[src/rtl/mux_pkg.sv]
// Shared constants and helpers for the 32-channel mux/demux pair.
// Channel k of a flattened bus occupies bits [k*DATA_W +: DATA_W].
package mux_pkg;

    localparam int unsigned DATA_W = 32;
    localparam int unsigned SEL_W  = 5;
    localparam int unsigned N_CH   = 1 << SEL_W;

    function automatic logic [DATA_W-1:0] ch_slice(input logic [N_CH*DATA_W-1:0] bus,
                                                   input int unsigned k);
        return bus[k*DATA_W +: DATA_W];
    endfunction

endpackage

[src/rtl/demux_ch_slot.sv]
// One demux channel: data holding register, valid flag cleared by ack, sticky overrun flag.
module demux_ch_slot #(
    parameter int unsigned WIDTH     = 32,
    parameter int unsigned OVERWRITE = 0
) (
    input  logic             clk,
    input  logic             rst_n,
    input  logic             wr_en_i,
    input  logic [WIDTH-1:0] wr_data_i,
    input  logic             ack_i,
    input  logic             ovr_clr_i,
    output logic [WIDTH-1:0] data_o,
    output logic             valid_o,
    output logic             valid_d_o,
    output logic             overrun_o
);

    logic [WIDTH-1:0] data_q, data_d;
    logic             valid_q, valid_d;
    logic             overrun_q, overrun_d;

    always_comb begin
        data_d    = data_q;
        valid_d   = valid_q;
        overrun_d = overrun_q;
        if (ack_i && valid_q) begin
            valid_d = 1'b0;
        end
        // A write in the same cycle as an ack refills the slot; the ack consumed the old word.
        if (wr_en_i) begin
            data_d  = wr_data_i;
            valid_d = 1'b1;
        end
        if (ovr_clr_i) begin
            overrun_d = 1'b0;
        end
        // Set has priority over clear.
        if ((OVERWRITE != 0) && wr_en_i && valid_q && !ack_i) begin
            overrun_d = 1'b1;
        end
    end

    always_ff @(posedge clk or negedge rst_n) begin
        if (!rst_n) begin
            data_q    <= '0;
            valid_q   <= 1'b0;
            overrun_q <= 1'b0;
        end else begin
            data_q    <= data_d;
            valid_q   <= valid_d;
            overrun_q <= overrun_d;
        end
    end

    assign data_o    = data_q;
    assign valid_o   = valid_q;
    assign valid_d_o = valid_d;
    assign overrun_o = overrun_q;

endmodule

[src/rtl/demux1t32_32_reg.sv]
// Registered 1-to-32 demultiplexer: select decode, ready generation and occupancy count
// around 32 channel slots.
module demux1t32_32_reg
    import mux_pkg::*;
#(
    parameter int unsigned WIDTH     = mux_pkg::DATA_W,
    parameter int unsigned SEL_W     = mux_pkg::SEL_W,
    parameter int unsigned OVERWRITE = 0
) (
    input  logic                          clk,
    input  logic                          rst_n,
    input  logic                          in_valid,
    output logic                          in_ready,
    input  logic [SEL_W-1:0]              in_sel,
    input  logic [WIDTH-1:0]              in_data,
    output logic [(2**SEL_W)*WIDTH-1:0]   out_data,
    output logic [(2**SEL_W)-1:0]         out_valid,
    input  logic [(2**SEL_W)-1:0]         out_ack,
    output logic [(2**SEL_W)-1:0]         overrun,
    output logic [SEL_W:0]                occupancy,
    input  logic                          ovr_clr
);

    localparam int unsigned N = 2**SEL_W;

    logic [N-1:0]   sel_oh;
    logic [N-1:0]   valid_d;
    logic           accept;
    logic [SEL_W:0] occupancy_q, occupancy_d;

    always_comb begin
        sel_oh = '0;
        for (int k = 0; k < N; k++) begin
            sel_oh[k] = (in_sel == SEL_W'(k));
        end
    end

    if (OVERWRITE != 0) begin : g_ready_ovw
        assign in_ready = 1'b1;
    end else begin : g_ready_bp
        assign in_ready = ~out_valid[in_sel] | out_ack[in_sel];
    end

    // in_valid gates first so an X select while idle cannot reach any slot.
    assign accept = in_valid & in_ready;

    for (genvar k = 0; k < N; k++) begin : g_slot
        demux_ch_slot #(
            .WIDTH     (WIDTH),
            .OVERWRITE (OVERWRITE)
        ) u_slot (
            .clk       (clk),
            .rst_n     (rst_n),
            .wr_en_i   (accept & sel_oh[k]),
            .wr_data_i (in_data),
            .ack_i     (out_ack[k]),
            .ovr_clr_i (ovr_clr),
            .data_o    (out_data[k*WIDTH +: WIDTH]),
            .valid_o   (out_valid[k]),
            .valid_d_o (valid_d[k]),
            .overrun_o (overrun[k])
        );
    end

    // Count next-state valids so the registered count tracks out_valid exactly.
    always_comb begin
        occupancy_d = '0;
        for (int k = 0; k < N; k++) begin
            occupancy_d = occupancy_d + {{SEL_W{1'b0}}, valid_d[k]};
        end
    end

    always_ff @(posedge clk or negedge rst_n) begin
        if (!rst_n) begin
            occupancy_q <= '0;
        end else begin
            occupancy_q <= occupancy_d;
        end
    end

    assign occupancy = occupancy_q;

endmodule
[config.mk]
export PLATFORM = sky130hd
export DESIGN_NAME = demux1t32_32_reg
export DESIGN_NICKNAME = d
export VERILOG_FILES = /design/src/rtl/mux_pkg.sv /design/src/rtl/demux_ch_slot.sv /design/src/rtl/demux1t32_32_reg.sv
export SDC_FILE = /design/constraint.sdc
export NUM_CORES = 1
export LEC_CHECK = 0
export ABC_CLOCK_PERIOD_IN_PS = 6700
export CAP_MARGIN = 20
export CORE_AREA = 5 5 446 448
export CTS_CLUSTER_SIZE = 30
export DETAILED_ROUTE_END_ITERATION = 7
export DIE_AREA = 0 0 451 453
export GPL_TIMING_DRIVEN = 0
export PLACE_DENSITY = 0.55
export SLEW_MARGIN = 20
export SYNTH_ARGS = -nofsm -noshare
export SYNTH_HDL_FRONTEND = slang
export SYNTH_SLANG_ARGS = --single-unit
[constraint.sdc]
create_clock -name clk -period 6.7 [get_ports clk]
set_input_delay 1.34 -clock clk [delete_from_list [all_inputs] [get_ports clk]]
set_output_delay 1.34 -clock clk [all_outputs]
set_load 0.02 [all_outputs]
## Word level (Yosys, flattened, before mapping)

Index checks and enable logic that the tools add are counted.

- Word-level logic and storage cells: 264
- Output and inout bits: 1095
- Bits of input ports: 73
- Register bits after elaboration: 1062

- Eq/ne operators: 31
- Add/sub/neg operators: 31
- Order comparisons: 1
- Reduce and logical (&&, ||, !) cells: 33
- Multiplexer cells: 68
- Bitwise gates (word level): 35

Operators with widths:

| kind | count |
|---|---|
| adder 6 x 1 -> 6 bit | 26 |
| == test 5 bit, second input constant | 16 |
| two-way mux 1 bit | 66 |
| == test 5 x 4 -> 1 bit, second input constant | 8 |
| AND 1 bit | 33 |
| logical AND 1 bit | 32 |
| == test 5 x 3 -> 1 bit, second input constant | 4 |
| binary-select mux 1 bit (select 5 bit) | 2 |
| == test 5 x 2 -> 1 bit, second input constant | 2 |
| adder 5 x 1 -> 6 bit | 1 |
| less-than comparator 5 x 6 -> 1 bit, second input constant | 1 |
| adder 4 x 1 -> 5 bit | 1 |
| == test 5 x 1 -> 1 bit, second input constant | 1 |
| logical NOT 5 bit | 1 |
| adder 3 x 1 -> 4 bit | 1 |
| adder 2 x 1 -> 3 bit | 1 |
| adder 1 x 1 -> 2 bit | 1 |
| NOT 1 bit | 1 |
| OR 1 bit | 1 |

## Depth between registers and ports, before layout

Gate-level depths: netlist of the first run.

- Depth in word-level cells: 38
- Gate-level depth with buffers: 28
- Depth with buffers taken out: 24

## Cells and area by module

From an unflattened synthesis of the first run, not the netlist that was laid out.

- Cell total of the unflattened synthesis: 2562
- Area, all modules: 46514.6 um^2

Modules (own cells, without submodules):

| module | area each (um^2) | sequential area each (um^2) | cells each | times used |
|---|---|---|---|---|
| demux_ch_slot | 1388.8 | 825.8 | 73 | 32 |
| demux1t32_32_reg | 2072.0 | 150.1 | 226 | 1 |

## Worst setup path before layout of the first run

No wires, ideal clock.

- Path kind: input -> register
- Start: input port in_sel[1]
- End: register occupancy_q[4] (netlist: occupancy[4])
- Data arrival time: 7548 ps
- Library setup time: 123 ps
- Data required time: 6577 ps
- Stages on the path: 28
- Buffers on the path: 4
- Slack: -970 ps
- Cells stage by stage: buf_2 > buf_2 > mux4_2 > a22oi_1 > nand3_1 > a32oi_4 > buf_12 > nand3_4 > buf_6 > o21a_1 > fa_1 > fa_1 > inv_1 > fa_1 > inv_1 > fa_1 > inv_1 > fa_1 > inv_1 > fa_1 > inv_1 > ha_1 > inv_1 > fa_1 > inv_1 > a21o_1 > a21oi_1 > xnor2_1

- Word-level cells in the longest chain between the ends: 38
- Elaborated cells on any way between the ends: 134
- Classes of those cells: add/sub: 31; eq/ne: 31; mux: 36; bitwise: 35; reduce/logical: 1

RTL lines:

| item | RTL line | RTL |
|---|---|---|
| start, declared | demux1t32_32_reg.sv:14 | `input logic [SEL_W-1:0] in_sel,` |
| binary-select mux 1 bit (select 5 bit) | demux1t32_32_reg.sv:41 | `assign in_ready = ~out_valid[in_sel] \| out_ack[in_sel];` |
| two-way mux 1 bit (not written as such) | demux1t32_32_reg.sv:41 |  |
| NOT 1 bit | demux1t32_32_reg.sv:41 |  |
| OR 1 bit | demux1t32_32_reg.sv:41 |  |
| AND 1 bit | demux1t32_32_reg.sv:45 | `assign accept = in_valid & in_ready;` |
| AND 1 bit | demux1t32_32_reg.sv:54 | `.wr_en_i (accept & sel_oh[k]),` |
| two-way mux 1 bit | demux_ch_slot.sv:30 | `if (wr_en_i) begin` |
| adder 1 x 1 -> 2 bit | demux1t32_32_reg.sv:69 | `occupancy_d = occupancy_d + {{SEL_W{1'b0}}, valid_d[k]};` |
| adder 2 x 1 -> 3 bit | demux1t32_32_reg.sv:69 |  |
| adder 3 x 1 -> 4 bit | demux1t32_32_reg.sv:69 |  |
| adder 4 x 1 -> 5 bit | demux1t32_32_reg.sv:69 |  |
| adder 5 x 1 -> 6 bit | demux1t32_32_reg.sv:69 |  |
| adder 6 x 1 -> 6 bit (25 in a row) | demux1t32_32_reg.sv:69 |  |
| adder 6 x 1 -> 6 bit (*) | demux1t32_32_reg.sv:69 |  |
| net occupancy_d[4] | demux1t32_32_reg.sv:29 | `logic [SEL_W:0] occupancy_q, occupancy_d;` |
| end signal, assigned | demux1t32_32_reg.sv:77 | `occupancy_q <= occupancy_d;` |
| end, declared | demux1t32_32_reg.sv:29 |  |

Mark *: on every way through the listed nets, which the timed path passes. The rest lies on a longest branch. The select of a mux whose other input is x is not followed.
A chain may end at the register's enable or synchronous reset.

## Worst setup path after layout of the first run

- Start: input port out_ack[26]
- End: register occupancy_q[4] (netlist: occupancy[4])

- Elaborated cells on any way between the ends: 101
- Classes of those cells: add/sub: 31; mux: 35; bitwise: 34; reduce/logical: 1

RTL lines:

| item | RTL line | RTL |
|---|---|---|
| start, declared | demux1t32_32_reg.sv:18 | `input logic [(2**SEL_W)-1:0] out_ack,` |
| binary-select mux 1 bit (select 5 bit) | demux1t32_32_reg.sv:41 |  |
| two-way mux 1 bit (not written as such) | demux1t32_32_reg.sv:41 |  |
| OR 1 bit | demux1t32_32_reg.sv:41 |  |
| AND 1 bit | demux1t32_32_reg.sv:45 |  |
| AND 1 bit | demux1t32_32_reg.sv:54 |  |
| two-way mux 1 bit | demux_ch_slot.sv:30 |  |
| net g_slot[3].u_slot.valid_d_o | demux_ch_slot.sv:14 | `output logic valid_d_o,` |
| adder 3 x 1 -> 4 bit | demux1t32_32_reg.sv:69 |  |
| adder 4 x 1 -> 5 bit | demux1t32_32_reg.sv:69 |  |
| adder 5 x 1 -> 6 bit | demux1t32_32_reg.sv:69 |  |
| adder 6 x 1 -> 6 bit (26 in a row) | demux1t32_32_reg.sv:69 |  |
| net occupancy_d[4] | demux1t32_32_reg.sv:29 |  |

The timed path passes the listed nets, and every way through them passes these cells. The select of a mux whose other input is x is not followed.

==> results.md, run 1 <==
* First-pass DRT Iterations at 6
* Max clock buf depth at 3
* Internal power at approximately 16 mW
* GR Util met2 at 0.3242
* Met3 Use GR at 0.05090
* Total power at approximately 23 mW
* Hold WC Path Type: input port to asynchronous set/reset pin
* Top Usage Layer GRT: met2
* Crit. End Element: flip-flop
* Worst-skew pair later-pin latency at roughly 0.80 ns
* # Max-Cap Violations at 0
* ANT nets after route at 0
* Clock Skews at 0.04065 ns
* Sequential group share of total power at 0.369
* GR Util All Layers at 0.1849
* Final Worst Setup Slack at -0.2439 ns
* Non-Filler Instances at 6,620
* Relative slew slack at 0.3025
* Vias post-DR at roughly 28,000
* Grt met1 use at 0.2136
* Die Wd at 451 um
* Layout fillers at roughly 19,000
* Post-Syn Area at roughly 44,000 sq um
* Final core utilization at 0.3324
* PortBufs at around 1,100
* Final period util at 1.036
* Synth-to-Final Area Change at 45.59%
* Power share of the clock group at 0.321
* First-pass GRT wire length at 260.8 mm
* Register-to-register setup slack at around 0.11 ns
* Yosys warning total at 0
* CP Class: input port to flip-flop
* Worst EP required at 7.38 ns
* Register area share after synthesis at 0.5995
* Worst Path Max Fanout at 7
* Maximum VDD drop at 0.2420 mV
* Vias in the first global route at 29,190
* Final setup viols at 4
* CTS clk-pin slew, worst paths at 0.06 ns
* Share of cells above drive strength 1 at 0.3822
* Fin. max-slew vios at 0
* Syn Area/Cell at around 17 sq um
* DP Worst Slack at -2.688 ns
* DR DRC count at 0
* CTS tree: done
* Hold slack at 0.4024 ns
* Critical path arrival at 7.62 ns
* Placer Congestion at 0.7995
* Antenna violations before repair at 29
* Synth top area cells: dfrtp_1 (60%), mux2_4 (17%), mux2_2 (13%)
* Failing checks: negative setup slack
* DIE HEIGHT at 453 um
* Status: finished, violations left
* Rows at 162
* GR Overflow Total at 0
* Synth Instances at around 2,600
* Clock sinks at 1,062
* CTS Buf Count at 132
* H-tree depth at 4
* Power density over cell area at 355.5 nW/um^2
* Vias per cell at 4.186
* IO Pins at 1,168
* Core ar. at 194,200 sq um
* Largest net degree at the start of global routing at roughly 140
* Root Buffer: clkbuf_16
* Initial DRC Count at 1,664
* Initial Util at 0.2283
* Least-Margin Pin Slew at ~1.0 ns
* Count of cell types in the netlist at 38
* Top-area cell type share of the netlist area at 0.5995
* Total Nets Final at 4,063
* Detailed placement HPWL at 147.0 mm
* Biggest area consumer among synthesized cells: dfrtp_1
* Leak at 30.21 nW
* DR WL/cell at 29.51 um
* Max frequency at 144.0 MHz
* Placed instance count at 6,312
* Net Sw Frac at 0.3191
* Final min period at 6.944 ns
* Post-Route WL at 195.4 mm
* Seq cells post-synth at 1,062
* RSZ-0062 raised after global routing: yes
* Startpoint types: input port
* Final Hold Violating Endpoints at 0
* Combinational power share at 0.310
* Switch Pwr at between 7 and 8 mW
* Die ar. at 204,300 sq um
==> power groups by stage <==
stage	clock (mW)	sequential, mW	combinational (mW)
after floorplan	0	10.1	1.70
after global placement	0	8.59	7.11
after detailed placement	0	8.54	7.15
after CTS	7.59	8.45	7.21
after global routing	7.82	8.61	7.37
final	7.37	8.46	7.11
==> path summary, 6_finish.rpt <==
kind,cells past startpoint,startpoint,endpoint
worst min-delay path,1,rst_n,g_slot[14].u_slot.data_o[7]
worst min register to register,1,g_slot[25].u_slot.data_o[15],g_slot[25].u_slot.data_o[15]
worst max register to register,26,g_slot[4].u_slot.valid_o,occupancy[4]
worst max-delay path,28,out_ack[26],occupancy[4]
min in group clk,1,g_slot[25].u_slot.data_o[15],g_slot[25].u_slot.data_o[15]
max in group asynchronous,5,rst_n,g_slot[31].u_slot.data_o[28]
==> layer usage <==
metal / vias to the layer above / share of wire / routed length [um]
met5: - / 0 / 0
met4: 0 / 0.043 / 8475
met3: 274 / 0.061 / 12010
met2: 906 / 0.51 / 98680
met1: 14830 / 0.39 / 76220
li1: 11700 / - / -
==> critical path, cell delays in order <==
cell	delay, ns
dlygate4sd2_1	0.32
mux4_2	0.55
and2_4	0.20
a211oi_4	0.19
a32oi_4	0.08
buf_12	0.16
buf_12	0.14
buf_4	0.14
nand3_4	0.08
buf_12	0.12
o21ai_2	0.07
fa_1	0.54
inv_1	0.06
fa_2	0.54
fa_1	0.43
fa_1	0.52
inv_2	0.04
fa_1	0.49
inv_2	0.04
fa_2	0.41
inv_2	0.07
ha_4	0.13
inv_2	0.04
fa_2	0.37
inv_1	0.07
a21o_1	0.12
a21oi_2	0.06
xnor2_2	0.31
==> layout by cell type, fill, tap and decap left out, drive strengths merged, types with 4 or more instances in the layout <==
master         count
clkinv            20
inv               72
nand3             36
conb              32
mux2i              4
mux4              14
nand2              6
o21ai             32
dfrtp           1062
nor2b              5
dlygate4sd2       14
clkdlybuf4s50   1109
clkdlybuf4s15      5
fa                24
clkbuf           287
diode             17
buf              241
o21a              23
ha                 7
nor2               8
mux2            1026
bufinv             8
clkinvlp           4
==> Yosys cell counts <==
library cell and count:
dfrtp_1 1062, mux2_4 512, mux2_2 495, clkbuf_1 97, buf_6 88, buf_4 65, inv_1 58, o21ai_0 32
nand3_4 29, fa_1 24, o21a_1 23, mux2_1 19, buf_2 14, mux4_2 12, ha_1 7, nor2_1 7
nand2_1 6, nor2b_1 5, mux2i_1 4, nand3_1 4, a21oi_1 3, buf_12 3, nand3_2 3, xnor2_1 3
a21o_1 2, a22oi_1 2, and2_1 2, mux4_1 2, nand2b_1 2, nor3_1 2, o221ai_1 2, a211oi_1 1
a32oi_4 1, buf_1 1, conb_1 1, nor2_2 1, or3_1 1, or3b_1 1
==> through the flow <==
step,setup TNS [ns],cell area (sq um)
after CTS,-0.3648,64460
after detailed placement,-13.99,59340
after global placement,-,59060
after global routing,-1.111,64530
after floorplan,-2.336,44530
final,-0.5938,64540
==> registers in the layout, summed over array words and instances (netlist names) <==
signal	cells
occupancy	6
g_slot.u_slot.data_o	1024
g_slot.u_slot.valid_o	32
==> kinds of logic after synthesis <==
kind of cell | count (synthesis) | share of synthesized area
flip-flops | 1062 | 0.5995
multiplexers | 1044 | 0.3122
buffers and inverters | 326 | 0.04950
AO/OA/AOI/OAI | 66 | 0.009709
AND/OR/NAND/NOR | 63 | 0.01566
adder cells (fa/ha/maj) | 31 | 0.01281
XOR/XNOR | 3 | 0.0005928
other | 1 | 0.00008459
==> final cells by class <==
cell class | instances | area [sq um] | share of cell area
flip-flops and latches | 1062 | 26580 | 0.4118
inverters | 58 | 217.7 | 0.003373
plain buffers | 265 | 2098 | 0.03251
clock inverters | 46 | 614.3 | 0.009518
clock buffers | 190 | 3824 | 0.05924
diodes | 17 | 42.54 | 0.0006591
well taps | 2542 | 3181 | 0.04928
repair buffers | 1201 | 12120 | 0.1878
multi-input cells | 1239 | 15870 | 0.2459
==> repair_timing <==
item,CTS,global route
resized for setup,120,10
buffers inserted,51,6
gates cloned,1,0
setup endpoints to repair,6,5
hold buffers,0,0
pin swaps,18,10
Note: power is estimated with default switching activity, not from simulation.
==> run 2, diff against run 1 <==
Settings changed: CELL_PAD_IN_SITES_DETAIL_PLACEMENT set to 1, CELL_PAD_IN_SITES_GLOBAL_PLACEMENT set to 1, CORE_AREA 5 5 446 448 to 5 5 451 453, DIE_AREA 0 0 451 453 to 0 0 456 458, PLACE_DENSITY 0.55 to 0.61.
==> run 2 against run 1 <==
The flow still finishes with violations (negative setup slack). Highest routed layer unchanged. Combinational power up 1%. Via count up 0.84%. Die area up 2.2%. Sequential cell count unchanged. Utilization down 0.61 points. Power up 0.60%. Final cell count up 1.7%. First-iteration DRC count down 14%. Largest power group unchanged. Clock skew down 0.0062 ns. Cell area up 0.51%. Clock power up 0.8%. Worst hold slack worse by 0.059 ns.
==> results.md, run 2 (synthesis gave the netlist of run 1 again) <==
* Vias in the first global route at 30,700 (was 29,190)
* Synth-to-Final Area Change at 46.34% (was 45.59%)
* Critical path arrival at 7.86 ns (was 7.62 ns)
* Maximum VDD drop at 0.2246 mV (was 0.2420 mV)
* R2R depth at 27 (was 26)
* Relative slew slack at 0.2746 (was 0.3025)
* Status: finished, violations left (unchanged)
* Final min period at 7.209 ns (was 6.944 ns)
* Hold WC Path Type: input port to asynchronous set/reset pin (unchanged)
* Worst EP required at 7.35 ns (was 7.38 ns)
* Initial DRC Count at 1,427 (was 1,664)
* First-pass DRT Iterations at 5 (was 6)
* Least-Margin Pin Slew at 1.088 ns (was 1.046 ns)
* Reg2reg end: occupancy[4] (unchanged)
* Power density over cell area at 355.8 nW/um^2 (was 355.5 nW/um^2)
* DIE HEIGHT at 458 um (was 453 um)
* Most frequent cells in the layout: clkdlybuf4s50_1 (1,112), dfrtp_1 (1,062), mux2_4 (513) (was clkdlybuf4s50_1 (1,109), dfrtp_1 (1,062), mux2_4 (514))
* CTS tree: done (unchanged)
* # Max-Cap Violations at 0 (unchanged)
* First-pass GRT wire length at 274.6 mm (was 260.8 mm)
* GR Util All Layers at 0.1898 (was 0.1849)
* Detailed placement HPWL at 152.2 mm (was 147.0 mm)
* Failing checks: negative setup slack (unchanged)
* Placed cell areas at 59,530 sq um (was 59,340 sq um)
* CTS clk-pin slew, worst paths at 0.06 ns (about the same)
* CP Class: input port to flip-flop (unchanged)
* Largest net degree at the start of global routing at 140 (was 141)
* Placed instance count at 6,428 (was 6,312)
* DR WL/cell at 30.33 um (was 29.51 um)
* Commonest non-fill, non-tap cell in the layout: clkdlybuf4s50_1 (unchanged)
* Leak at 30.27 nW (was 30.21 nW)
* ANT nets after route at 0 (unchanged)
* Vias per cell at 4.150 (was 4.186)
* Register-to-register setup slack at -0.09 ns (was 0.11 ns)
* DR DRC count at 0 (unchanged)
* Clock sinks at 1,062 (unchanged)
* RSZ-0062 raised after global routing: yes (unchanged)
* Design Area, Final at 64,870 sq um (was 64,540 sq um)
* Final core utilization at 0.3263 (was 0.3324)
* Max clock buf depth at 3 (unchanged)
* Antenna violations before repair at 37 (was 29)
* Die ar. at 208,800 sq um (was 204,300 sq um)
* GR Overflow Total at 0 (unchanged)
* Crit. End Element: flip-flop (unchanged)
* CTS Buf Count at 131 (was 132)
* Placer Congestion at 0.8098 (was 0.7995)
* Core ar. at 198,800 sq um (was 194,200 sq um)
* Root Buffer: clkbuf_16 (unchanged)
* IO Pins at 1,168 (unchanged)
* Final Worst Setup Slack at -0.5087 ns (was -0.2439 ns)
* Non-Filler Instances at 6,734 (was 6,620)
* Post-Route WL at 204.3 mm (was 195.4 mm)
* Hold buffers post-CTS at 0 (unchanged)
* Vias post-DR at 27,950 (was 27,710)
* Clock Skews at 0.03446 ns (was 0.04065 ns)
* Total Nets Final at 4,067 (was 4,063)
* Max frequency at 138.7 MHz (was 144.0 MHz)
* Fin. max-slew vios at 0 (unchanged)
* Rows at 164 (was 162)
* PortBufs at 1,134 (unchanged)
* Final period util at 1.076 (was 1.036)
* Worst Path Max Fanout at 6 (was 7)
* Startpoint types: input port (unchanged)
* H-tree depth at 4 (unchanged)
* Final setup viols at 5 (was 4)
* Total power at 23.08 mW (was 22.95 mW)
* Final Hold Violating Endpoints at 0 (unchanged)
* Die Wd at 456 um (was 451 um)
* Initial Util at 0.2230 (was 0.2283)
* Reg2reg start: g_slot[21].u_slot.valid_o (was g_slot[4].u_slot.valid_o)
* Layout fillers at 20,810 (was 19,140)
* Worst-skew pair later-pin latency at 0.80 ns (about the same)
* Largest register FFs at 1,024 (unchanged)
* Share of cells above drive strength 1 at 0.3822 (unchanged)
* Setup TNS at -1.169 ns (was -0.5938 ns)
==> run 2: how the worst max path moves through the flow <==
stage	startpoint	to	slack [ns]	cells past startpoint
final	out_ack[13]	occupancy[4]	-0.51	28
after global routing	in_sel[0]	occupancy[4]	-0.66	29
after CTS	in_sel[0]	occupancy[4]	-0.43	31
after detailed placement	in_sel[0]	occupancy[4]	-3.06	29
after global placement	rst_n	g_slot[0].u_slot.data_o[24]	-47.30	1
after floorplan	in_sel[0]	occupancy[4]	-0.59	27
==> run 2: area by class of cell <==
type	instances	area (sq um)	share of cell area
Clock buffer	187	3834	0.05910
Buffer	265	2127	0.03279
Antenna cell	17	42.54	0.0006558
Timing Repair Buffer	1206	12220	0.1884
Tap cell	2656	3323	0.05123
Clock inverter	44	660.6	0.01018
Multi-Input combinational cell	1239	15870	0.2446
Inverter	58	217.7	0.003356
Sequential cell	1062	26580	0.4097
==> run 2: critical path, cell delays in order <==
cell	delay, ns
clkdlybuf4s50_1	0.46
mux4_2	0.50
mux2_2	0.29
nand2_2	0.09
a32oi_4	0.12
buf_12	0.17
buf_12	0.15
nand3_4	0.13
buf_12	0.12
o21a_1	0.13
fa_1	0.47
fa_2	0.55
inv_2	0.04
fa_2	0.54
inv_2	0.04
fa_1	0.49
inv_2	0.05
fa_1	0.49
inv_2	0.04
fa_2	0.42
inv_2	0.08
ha_4	0.13
inv_2	0.04
fa_2	0.34
inv_1	0.07
a21o_1	0.15
a21oi_2	0.08
xnor2_2	0.33
==> run 2: through the flow <==
step	hold WS (ns)	setup WS, ns
2_1_floorplan	0.5307	-0.5942
3_3_place_gp	0.4743	-47.30
3_5_place_dp	0.4823	-3.060
4_1_cts	0.2664	-0.4252
5_1_grt	0.2797	-0.6646
6_report	0.3435	-0.5087
==> run 2: routing by layer <==
metal / up-vias / track usage / wire length [um]
met1: 15040 / 0.2128 / 78850
met4: 0 / 0.09284 / 10720
met5: - / 0 / 0
li1: 11680 / - / -
met2: 918 / 0.3289 / 102300
met3: 313 / 0.05634 / 12410
==> run 2: timing repair <==
item / in CTS / in global routing
gates resized for setup: 103 / 16
gates cloned: 2 / 0
setup endpoints to repair: 6 / 5
pin swaps: 23 / 18
endpoints found under the hold margin: 0 / 0
setup buffers: 49 / 10
==> run 2: report_power, final <==
group          switching [mW]  total (mW)  internal (mW)  leakage [nW]
clock                    3.02        7.43           4.40          2.19
combinational            3.60        7.19           3.59          14.4
sequential              0.752        8.47           7.72          13.7
total                    7.38        23.1           15.7          30.3
